### src/rtl/pocket_scan_ctrl_if.sv
// pocket_scan_ctrl_if: ball-unit and hole-lookup signals of the pocket scanner
//   req/ballX/ballY      ball units -> scanner (level request, packed coordinates)
//   targetX/targetY      hole lookup -> scanner (registered, 1 clk after hole)
//   hole                 scanner -> hole lookup (0..5)
//   grant/busy/done/pocketed/pocketHole  scanner -> ball units (scan owner and result)
//   master: the ball units and lookup side; slave: the scanner
interface pocket_scan_ctrl_if #(
   parameter int NUM_BALLS = 4,
   parameter int COORD_W   = 11
);
   logic [NUM_BALLS-1:0]         req, grant;
   logic [NUM_BALLS*COORD_W-1:0] ballX, ballY;
   logic [COORD_W-1:0]           targetX, targetY;
   logic [2:0]                   hole, pocketHole;
   logic                         busy, done, pocketed;
   modport master (output req, ballX, ballY, targetX, targetY,
                   input  hole, grant, busy, done, pocketed, pocketHole);
   modport slave  (input  req, ballX, ballY, targetX, targetY,
                   output hole, grant, busy, done, pocketed, pocketHole);
endinterface

### src/rtl/pocket_scan_ctrl.sv
// pocket_scan_ctrl: round-robin time-share of the hole lookup, scans holes 0..5 for pocketing
//   clk    system clock
//   reset  asynchronous active-high reset
//   bus    pocket_scan_ctrl_if.slave: req/ballX/ballY/targetX/targetY in,
//          hole/grant/busy/done/pocketed/pocketHole out
module pocket_scan_ctrl #(
   parameter int NUM_BALLS = 4,
   parameter int COORD_W   = 11,
   parameter int POCKET_R2 = 256
) (
   input logic               clk,
   input logic               reset,
   pocket_scan_ctrl_if.slave bus
);
   localparam int IW = $clog2(NUM_BALLS);
   localparam int SW = 2 * COORD_W;
   typedef enum logic [2:0] {IDLE, SETH, WAIT, CMP, DONE} state_t;
   state_t state, state_nx;
   logic [IW-1:0] ptr, sel, idx;
   logic found, hit, pocketed;
   logic [NUM_BALLS-1:0] grant;
   logic [2:0] hole, pocket_hole;
   logic [COORD_W-1:0] bx, by, dx, dy;
   logic [SW-1:0] dx2, dy2;
   logic [SW:0] sum;
   // first requester at or after the round-robin pointer, wrapping
   always_comb begin
      sel = '0;
      idx = '0;
      found = 1'b0;
      for (int i = 0; i < NUM_BALLS; i++) begin
         idx = IW'((int'(ptr) + i) % NUM_BALLS);
         if (!found && bus.req[idx]) begin
            found = 1'b1;
            sel = idx;
         end
      end
   end
   // magnitude by compare-then-subtract so a ball left/above the hole never wraps
   assign dx  = (bx >= bus.targetX) ? bx - bus.targetX : bus.targetX - bx;
   assign dy  = (by >= bus.targetY) ? by - bus.targetY : bus.targetY - by;
   assign sum = (SW+1)'(dx2) + (SW+1)'(dy2);
   assign hit = sum <= (SW+1)'(POCKET_R2);
   always_ff @(posedge clk or posedge reset)
      if (reset) state <= IDLE;
      else       state <= state_nx;
   always_comb begin
      state_nx = state;
      case (state)
         IDLE:    state_nx = found ? SETH : IDLE;
         SETH:    state_nx = WAIT;
         WAIT:    state_nx = CMP;
         CMP:     state_nx = (hit || hole == 3'd5) ? DONE : SETH;
         default: state_nx = IDLE;
      endcase
   end
   always_ff @(posedge clk or posedge reset)
      if (reset) begin
         ptr         <= '0;
         grant       <= '0;
         hole        <= '0;
         bx          <= '0;
         by          <= '0;
         dx2         <= '0;
         dy2         <= '0;
         pocketed    <= 1'b0;
         pocket_hole <= '0;
      end else begin
         case (state)
            IDLE: if (found) begin
               grant <= NUM_BALLS'(1) << sel;
               bx    <= bus.ballX[int'(sel)*COORD_W +: COORD_W];
               by    <= bus.ballY[int'(sel)*COORD_W +: COORD_W];
               hole  <= '0;
               ptr   <= (sel == IW'(NUM_BALLS-1)) ? '0 : sel + 1'b1;
            end
            WAIT: begin
               dx2 <= SW'(dx) * SW'(dx);
               dy2 <= SW'(dy) * SW'(dy);
            end
            CMP: begin
               if (hit || hole == 3'd5) begin
                  pocketed    <= hit;
                  pocket_hole <= hit ? hole : 3'd0;
               end else
                  hole <= hole + 3'd1;
            end
            DONE: begin
               grant <= '0;
               hole  <= '0;
            end
            default: ;
         endcase
      end
   assign bus.grant      = grant;
   assign bus.hole       = hole;
   assign bus.busy       = state != IDLE;
   assign bus.done       = state == DONE;
   assign bus.pocketed   = pocketed;
   assign bus.pocketHole = pocket_hole;
endmodule
### src/flat_wrapper.sv
// flat-port wrapper written by rule: the top's interface ports become plain ports
module pocket_scan_ctrl_flat 
#(
   parameter int NUM_BALLS = 4,
   parameter int COORD_W   = 11,
   parameter int POCKET_R2 = 256
)
  (clk, reset, bus_req, bus_ballX, bus_ballY, bus_targetX, bus_targetY, bus_hole, bus_grant, bus_busy, bus_done, bus_pocketed, bus_pocketHole);
  pocket_scan_ctrl_if #(.NUM_BALLS(NUM_BALLS), .COORD_W(COORD_W)) bus_i ();
  input logic clk;
  input logic reset;
  input wire logic [$bits(bus_i.req)-1:0] bus_req;
  input wire logic [$bits(bus_i.ballX)-1:0] bus_ballX;
  input wire logic [$bits(bus_i.ballY)-1:0] bus_ballY;
  input wire logic [$bits(bus_i.targetX)-1:0] bus_targetX;
  input wire logic [$bits(bus_i.targetY)-1:0] bus_targetY;
  output wire logic [$bits(bus_i.hole)-1:0] bus_hole;
  output wire logic [$bits(bus_i.grant)-1:0] bus_grant;
  output wire logic [$bits(bus_i.busy)-1:0] bus_busy;
  output wire logic [$bits(bus_i.done)-1:0] bus_done;
  output wire logic [$bits(bus_i.pocketed)-1:0] bus_pocketed;
  output wire logic [$bits(bus_i.pocketHole)-1:0] bus_pocketHole;
  assign bus_i.req = bus_req;
  assign bus_i.ballX = bus_ballX;
  assign bus_i.ballY = bus_ballY;
  assign bus_i.targetX = bus_targetX;
  assign bus_i.targetY = bus_targetY;
  assign bus_hole = bus_i.hole;
  assign bus_grant = bus_i.grant;
  assign bus_busy = bus_i.busy;
  assign bus_done = bus_i.done;
  assign bus_pocketed = bus_i.pocketed;
  assign bus_pocketHole = bus_i.pocketHole;
  pocket_scan_ctrl #(.NUM_BALLS(NUM_BALLS), .COORD_W(COORD_W), .POCKET_R2(POCKET_R2)) u_core (.clk(clk), .reset(reset), .bus(bus_i));
endmodule
### config.mk
export PLATFORM = sky130hd
export DESIGN_NAME = pocket_scan_ctrl_flat
export DESIGN_NICKNAME = d
export VERILOG_FILES = /design/src/rtl/pocket_scan_ctrl_if.sv /design/src/rtl/pocket_scan_ctrl.sv /design/src/flat_wrapper.sv
export SDC_FILE = /design/constraint.sdc
export NUM_CORES = 1
export LEC_CHECK = 0
export ABC_AREA = 1
export BUFFER_PORTS_ARGS = -buffer_cell sky130_fd_sc_hd__buf_4
export CAP_MARGIN = 10
export CORE_UTILIZATION = 30
export CTS_CLUSTER_DIAMETER = 120
export DETAILED_ROUTE_END_ITERATION = 10
export PLACE_DENSITY_LB_ADDON = 0.05
export SYNTH_ARGS = -nofsm -noshare
export SYNTH_HDL_FRONTEND = slang
export SYNTH_SLANG_ARGS = --single-unit
### constraint.sdc
create_clock -name clk -period 8.3 [get_ports clk]
set_clock_uncertainty 0.1 [all_clocks]
set_input_delay 0.415 -clock clk [delete_from_list [all_inputs] [get_ports clk]]
set_output_delay 0.415 -clock clk [all_outputs]
set_load 0.01 [all_outputs]
==> results of run 1 <==
## worst max path at each step
stage | startpoint | to | slack (ns) | cells past startpoint
after global routing | u_core.by[4] | u_core.dy2[16] | 0.001 | 28
after detailed placement | bus_targetY[4] | u_core.dy2[16] | 0.43 | 30
after floorplan | bus_targetX[5] | u_core.dx2[16] | 1.84 | 34
final | u_core.by[4] | u_core.dy2[16] | 0.63 | 28
after global placement | bus_targetY[4] | u_core.dy2[16] | 0.42 | 30
after CTS | u_core.by[4] | u_core.dy2[16] | 0.53 | 28
## through the flow
step	util [%]	worst slack (ns)	hold WS (ns)	cells	cell area, sq um
after CTS	34.57	0.5304	0.1114	2822	16230
final	34.57	0.6316	0.05815	2822	16230
after floorplan	-	1.841	0.3459	2109	14410
after global placement	33.96	0.4246	0.3789	2807	15940
after global routing	34.57	0.001463	0.1354	2822	16230
after detailed placement	33.96	0.4258	0.3743	2807	15940
## cell families (layout without fill, tap and decap cells)
kind of cell,count (synthesis),count (layout),synth area share [%]
multiplexers,1,1,0.06947
XOR/XNOR,56,56,3.508
flip-flops,80,80,13.89
AO/OA/AOI/OAI,295,295,11.09
AND/OR/NAND/NOR,870,870,24.37
adder cells (fa/ha/maj),308,308,33.57
buffers and inverters,499,605,13.50
## layout by cell type, fill, tap and decap left out, types with 7 or more instances in the layout
cell	count
nand2_1	512
inv_1	449
nor2_1	225
ha_1	177
buf_4	133
fa_1	131
o21ai_0	104
a21oi_1	87
dfrtp_1	80
nand3_1	75
o21ai_1	56
xor2_1	37
nand4_1	17
xnor2_1	17
nor3_1	11
a31oi_1	11
nand2_2	9
clkbuf_16	9
inv_2	7
## routing by layer
metal,global-route usage [%],vias to the layer above,part of all wire (%)
li1,-,6693,-
met2,29.87,216,45
met4,5.527,0,2.3
met5,0,-,0
met3,3.572,37,4.3
met1,23.62,5928,48
## worst max-delay path: cells and delay by family, from the launching register on
| family | cells | cell delay [ns] |
|---|---|---|
| fa+ha+maj | 7 | 3.35 |
| simple gates | 9 | 1.44 |
| compound gates | 6 | 1.41 |
| buf+inv | 6 | 0.83 |
| flops | 1 | 0.40 |
## state kept, by name (all words and copies together) (netlist names)
| name | count |
|---|---|
| u_core.bus.grant | 4 |
| u_core.bus.hole | 3 |
| u_core.bus.pocketHole | 3 |
| u_core.bus.pocketed | 1 |
| u_core.bx | 11 |
| u_core.by | 11 |
| u_core.dx2 | 21 |
| u_core.dy2 | 21 |
| u_core.ptr | 2 |
| u_core.state | 3 |
## final cells by class
type	instances	area share, %
multi-input combinational	1530	64.48
sequential	80	12.33
tap	607	4.679
inverter	457	10.58
clock inverter	4	0.2775
timing repair buffer	133	6.152
clock buffer	11	1.496
==> metrics.yaml, run 1 <==
numCtsBuffers: 9
synthTopCellsByCount: "nand2_1, inv_1, nor2_1"
core_area_sq_um: 46950
cts_tree: "built"
rsz0062_at_grt: "no"
clockBufferDepth: 2
slowest_delay_ns: 0.55
cts_sinks: 80
r2r-end: "u_core.dy2[16]"
grt_pass1_wl_mm: 69.88
ff_latch_area_sq_um: 2002
multi_input_area_sq_um: 10470
die_x_microns: 221.2
n_fill_cell: 5187
critical_path.max_fanout: 12
clk_latency_ns: 0.37
avgSynthCellArea_sq_um: 6.832
syn_inst: 2109
antenna_found_initial: 0
io_buffers: 128
ctsResizeCount: 0
r2r-start: "u_core.by[4]"
wl_mm: 42.73
synthArstFlopShare_pct: 100.0
rrSetupSlack_ns: 0.63
synth_most_common_cell: "nand2_1"
synth.distinct_cells: 45
dieArea_sq_um: 48910
worst_setup_path_end_kind: "register"
cp.required_ns: 8.46
slowest_stage: "fa_1"
hpwl_mm: 36.41
vias_per_cell: 4.562
hold_buffers: 0
maxCapViolCount: 0
slew_viol_final: 0
cpMostUsedCell: "nand2_1"
gr-total-overflow: 0
yosys.area.top_type_share_pct: 18.20
start_util_pct: 30.69
syn-num-nets: 2533
hp-class: "in2async"
firstDrtPassIters: 7
final-setup-viol-count: 0
cts_root_buf: "clkbuf_16"
grt_pass1_vias: 13291
syn_to_final_growth_pct: 12.64
worstSetupPathType: "reg2reg"
r2r_cells: 28
max_freq_ghz: 0.1304
ys_warn_count: 0
worst_slew_pin_slew_ns: 1.103
finalHoldViolations: 0
min_period_over_period_pct: 92.39
relSlewSlack_pct: 26.31
clk_pin_slew_ns: 0.06
io_pins: 129
synth_area_leader_cell: "fa_1"
period_needed_ns: 7.668
antenna_left: 0
setup_tns_ns: 0
nets: 2635
row_count: 79
wl_per_cell_microns: 15.14
drive_gt1_share_pct: 7.991
synth.cell_area_sq_um: 14410
ctsHtreeMaxLevel: 3
synth_flop_cell: "dfrtp_1"
grt_max_degree: 70
globalplace.congestion: 0.8785
post_cts_buffers: 0
synth_edf_count: 0
startpoint_type: "register"
critical_path_arrival_ns: 7.83
synth_area_leaders: "fa_1, ha_1, dfrtp_1"
synth_seq_area_share_pct: 13.89
grt_usage_pct: 18.06
drtIter0Drc: 512
die_h_microns: 221.2
n_antenna_cell: 0
vias: 12874
drc_errors: 0
ys_ff_latch: 80
status: "completed"
Power of run 1 is not shown: default switching activity piles up to over one toggle a cycle in this logic, so the estimate is an artifact.
==> run 2: changes to the inputs <==
ABC_AREA = not set   (was 1)
GPL_ROUTABILITY_DRIVEN = 0   (was not set)
==> run 2 against run 1 <==
Non-clock buffer count rose by 115. Final area fell by 0.31%. Area after synthesis shrank 7.8%. Largest cell class unchanged. Critical path depth is 1 higher. Sequential share of layout area about the same. Register-to-register slack worse by 0.17 ns. Global-route usage fell by 1.7 points.
==> metrics.yaml, run 2 <==
synth_area_leaders: "fa_1, ha_1, dfrtp_1"
drc_errors: 0
vias_per_cell: 4.596
n_fill_cell: 4639
numCtsBuffers: 9
start_util_pct: 30.63
ys_ff_latch: 80
slew_viol_final: 0
grt_max_degree: 74
clockBufferDepth: 2
grt_pass1_wl_mm: 58.98
final_cell_area_sq_um: 16180
status: "completed"
antenna_found_initial: 0
final-setup-viol-count: 0
ys_warn_count: 0
grt_pass1_vias: 11568
clk_pin_slew_ns: 0.07
grt_usage_pct: 16.39
gr-total-overflow: 0
critical_path_arrival_ns: 8.02
hp-class: "in2async"
use_met2_pct: 27.11
cts_tree: "built"
synth_most_common_cell: "inv_1"
min_period_over_period_pct: 94.44
relSlewSlack_pct: 32.60
synth.cell_area_sq_um: 13280
slowest_delay_ns: 0.55
syn_inst: 1652
cp.required_ns: 8.49
nets: 2285
globalRouteMet3Util_pct: 3.294
hpwl_mm: 30.41
n_antenna_cell: 0
reg.largest.list: "u_core.dx2 (21), u_core.dy2 (21)"
drive_gt1_share_pct: 17.15
final_common_cell: "inv_1"
avgSynthCellArea_sq_um: 8.040
slowest_stage: "fa_1"
antenna_left: 0
place_area_sq_um: 15680
synth_area_leader_cell: "fa_1"
syn-num-nets: 2076
wl_per_cell_microns: 14.40
synth_seq_area_share_pct: 15.07
period_needed_ns: 7.838
row_count: 76
die_x_microns: 212.4
dieArea_sq_um: 45120
maxCapViolCount: 0
synth.distinct_cells: 75
finalHoldViolations: 0
place_ws_ns: -0.1232
worstSetupPathType: "reg2reg"
startpoint_type: "register"
rsz0062_at_grt: "no"
drtIter0Drc: 435
cts_sinks: 80
io_pins: 129
synth_edf_count: 0
use_met1_pct: 21.98
io_buffers: 128
yosys.area.top_type_share_pct: 19.75
synthArstFlopShare_pct: 100.0
ctsHtreeMaxLevel: 3
critical_path.max_fanout: 7
cts_root_buf: "clkbuf_16"
wl_mm: 35.29
worst_setup_path_end_kind: "register"
core_area_sq_um: 43360
worst_slew_pin_slew_ns: 1.007
layout_setup_ws_ns: 0.4616
final_cell_mix: "inv_1, nand2_1, buf_4"
grt.busiest_layer: "met2"
die_h_microns: 212.4
synth_flop_cell: "dfrtp_1"
synthTopCellsByCount: "inv_1, nand2_1, ha_1"
hold_buffers: 0
max_freq_ghz: 0.1276
firstDrtPassIters: 5
vias: 11264
syn_to_final_growth_pct: 21.83
cpMostUsedCell: "fa_1"
clk_latency_ns: 0.36
==> run 2: final timing paths <==
path | end | from | cells after the start | slack, ns
worst max register to register | u_core.dx2[21] | u_core.bx[4] | 29 | 0.46
worst max-delay path | u_core.dx2[21] | u_core.bx[4] | 29 | 0.46
worst min-delay path | u_core.by[6] | reset | 2 | 0.02
max in group asynchronous | u_core.dy2[9] | reset | 3 | 7.01
worst min register to register | u_core.bus.pocketed | u_core.bus.pocketed | 2 | 0.38
min in group clk | u_core.bx[2] | bus_ballX[24] | 5 | 0.29
==> run 2: what timing repair did <==
item | in CTS | in global routing
cloned | 0 | 1
buffers inserted | 0 | 3
pin swaps | 0 | 8
setup endpoints to repair | 1 | 6
gates resized for setup | 1 | 27
==> run 2: final cells by class <==
type                       count  area (sq um)  share of cell area, %
multi-input combinational   1214         10090                  62.39
sequential                    80          2002                  12.37
timing repair buffer         248          1866                  11.53
inverter                     308          1157                  7.153
tap                          585         732.0                  4.524
clock buffer                  10         239.0                  1.477
clock inverter                 6         90.09                 0.5568
==> run 2: per-layer routing <==
layer  share of wire [%]  routed length, microns
met5                   0                       0
met4                 1.3                     450
met3                 4.1                    1455
met2                  47                   16440
met1                  48                   16940
==> run 2: cell families (layout without fill, tap and decap cells) <==
kind of cell	after synthesis	in the layout	share of synthesized area (%)
and+or+nand+nor	489	489	16.20
buffers and inverters	358	572	10.21
AOI/OAI and AO/OA	328	328	15.87
adders and majority gates	308	308	36.42
DFF	80	80	15.07
xor gates and xnor gates	72	72	4.861
muxes	17	17	1.357
==> run 2: metrics by stage <==
step	std cells	hold slack (ns)	utilization [%]	setup TNS [ns]
6_report	2451	0.02251	37.32	0
5_1_grt	2451	0.05284	37.32	0
4_1_cts	2447	0.03061	36.92	0
3_5_place_dp	2431	0.3726	36.16	-0.1232
3_3_place_gp	2431	0.3673	36.16	-0.04132
2_1_floorplan	1652	0.3498	-	0
==> run 2: critical path: cells and delay by family (launching register included) <==
family / cells / cell delay (ns)
flip-flops: 1 / 0.41
AND/OR/NAND/NOR: 7 / 1.69
adder cells (fa/ha/maj): 7 / 3.08
buffers and inverters: 3 / 0.15
multiplexers: 1 / 0.33
AO/OA/AOI/OAI: 11 / 2.01
Power of run 2 is left out for the same reason.
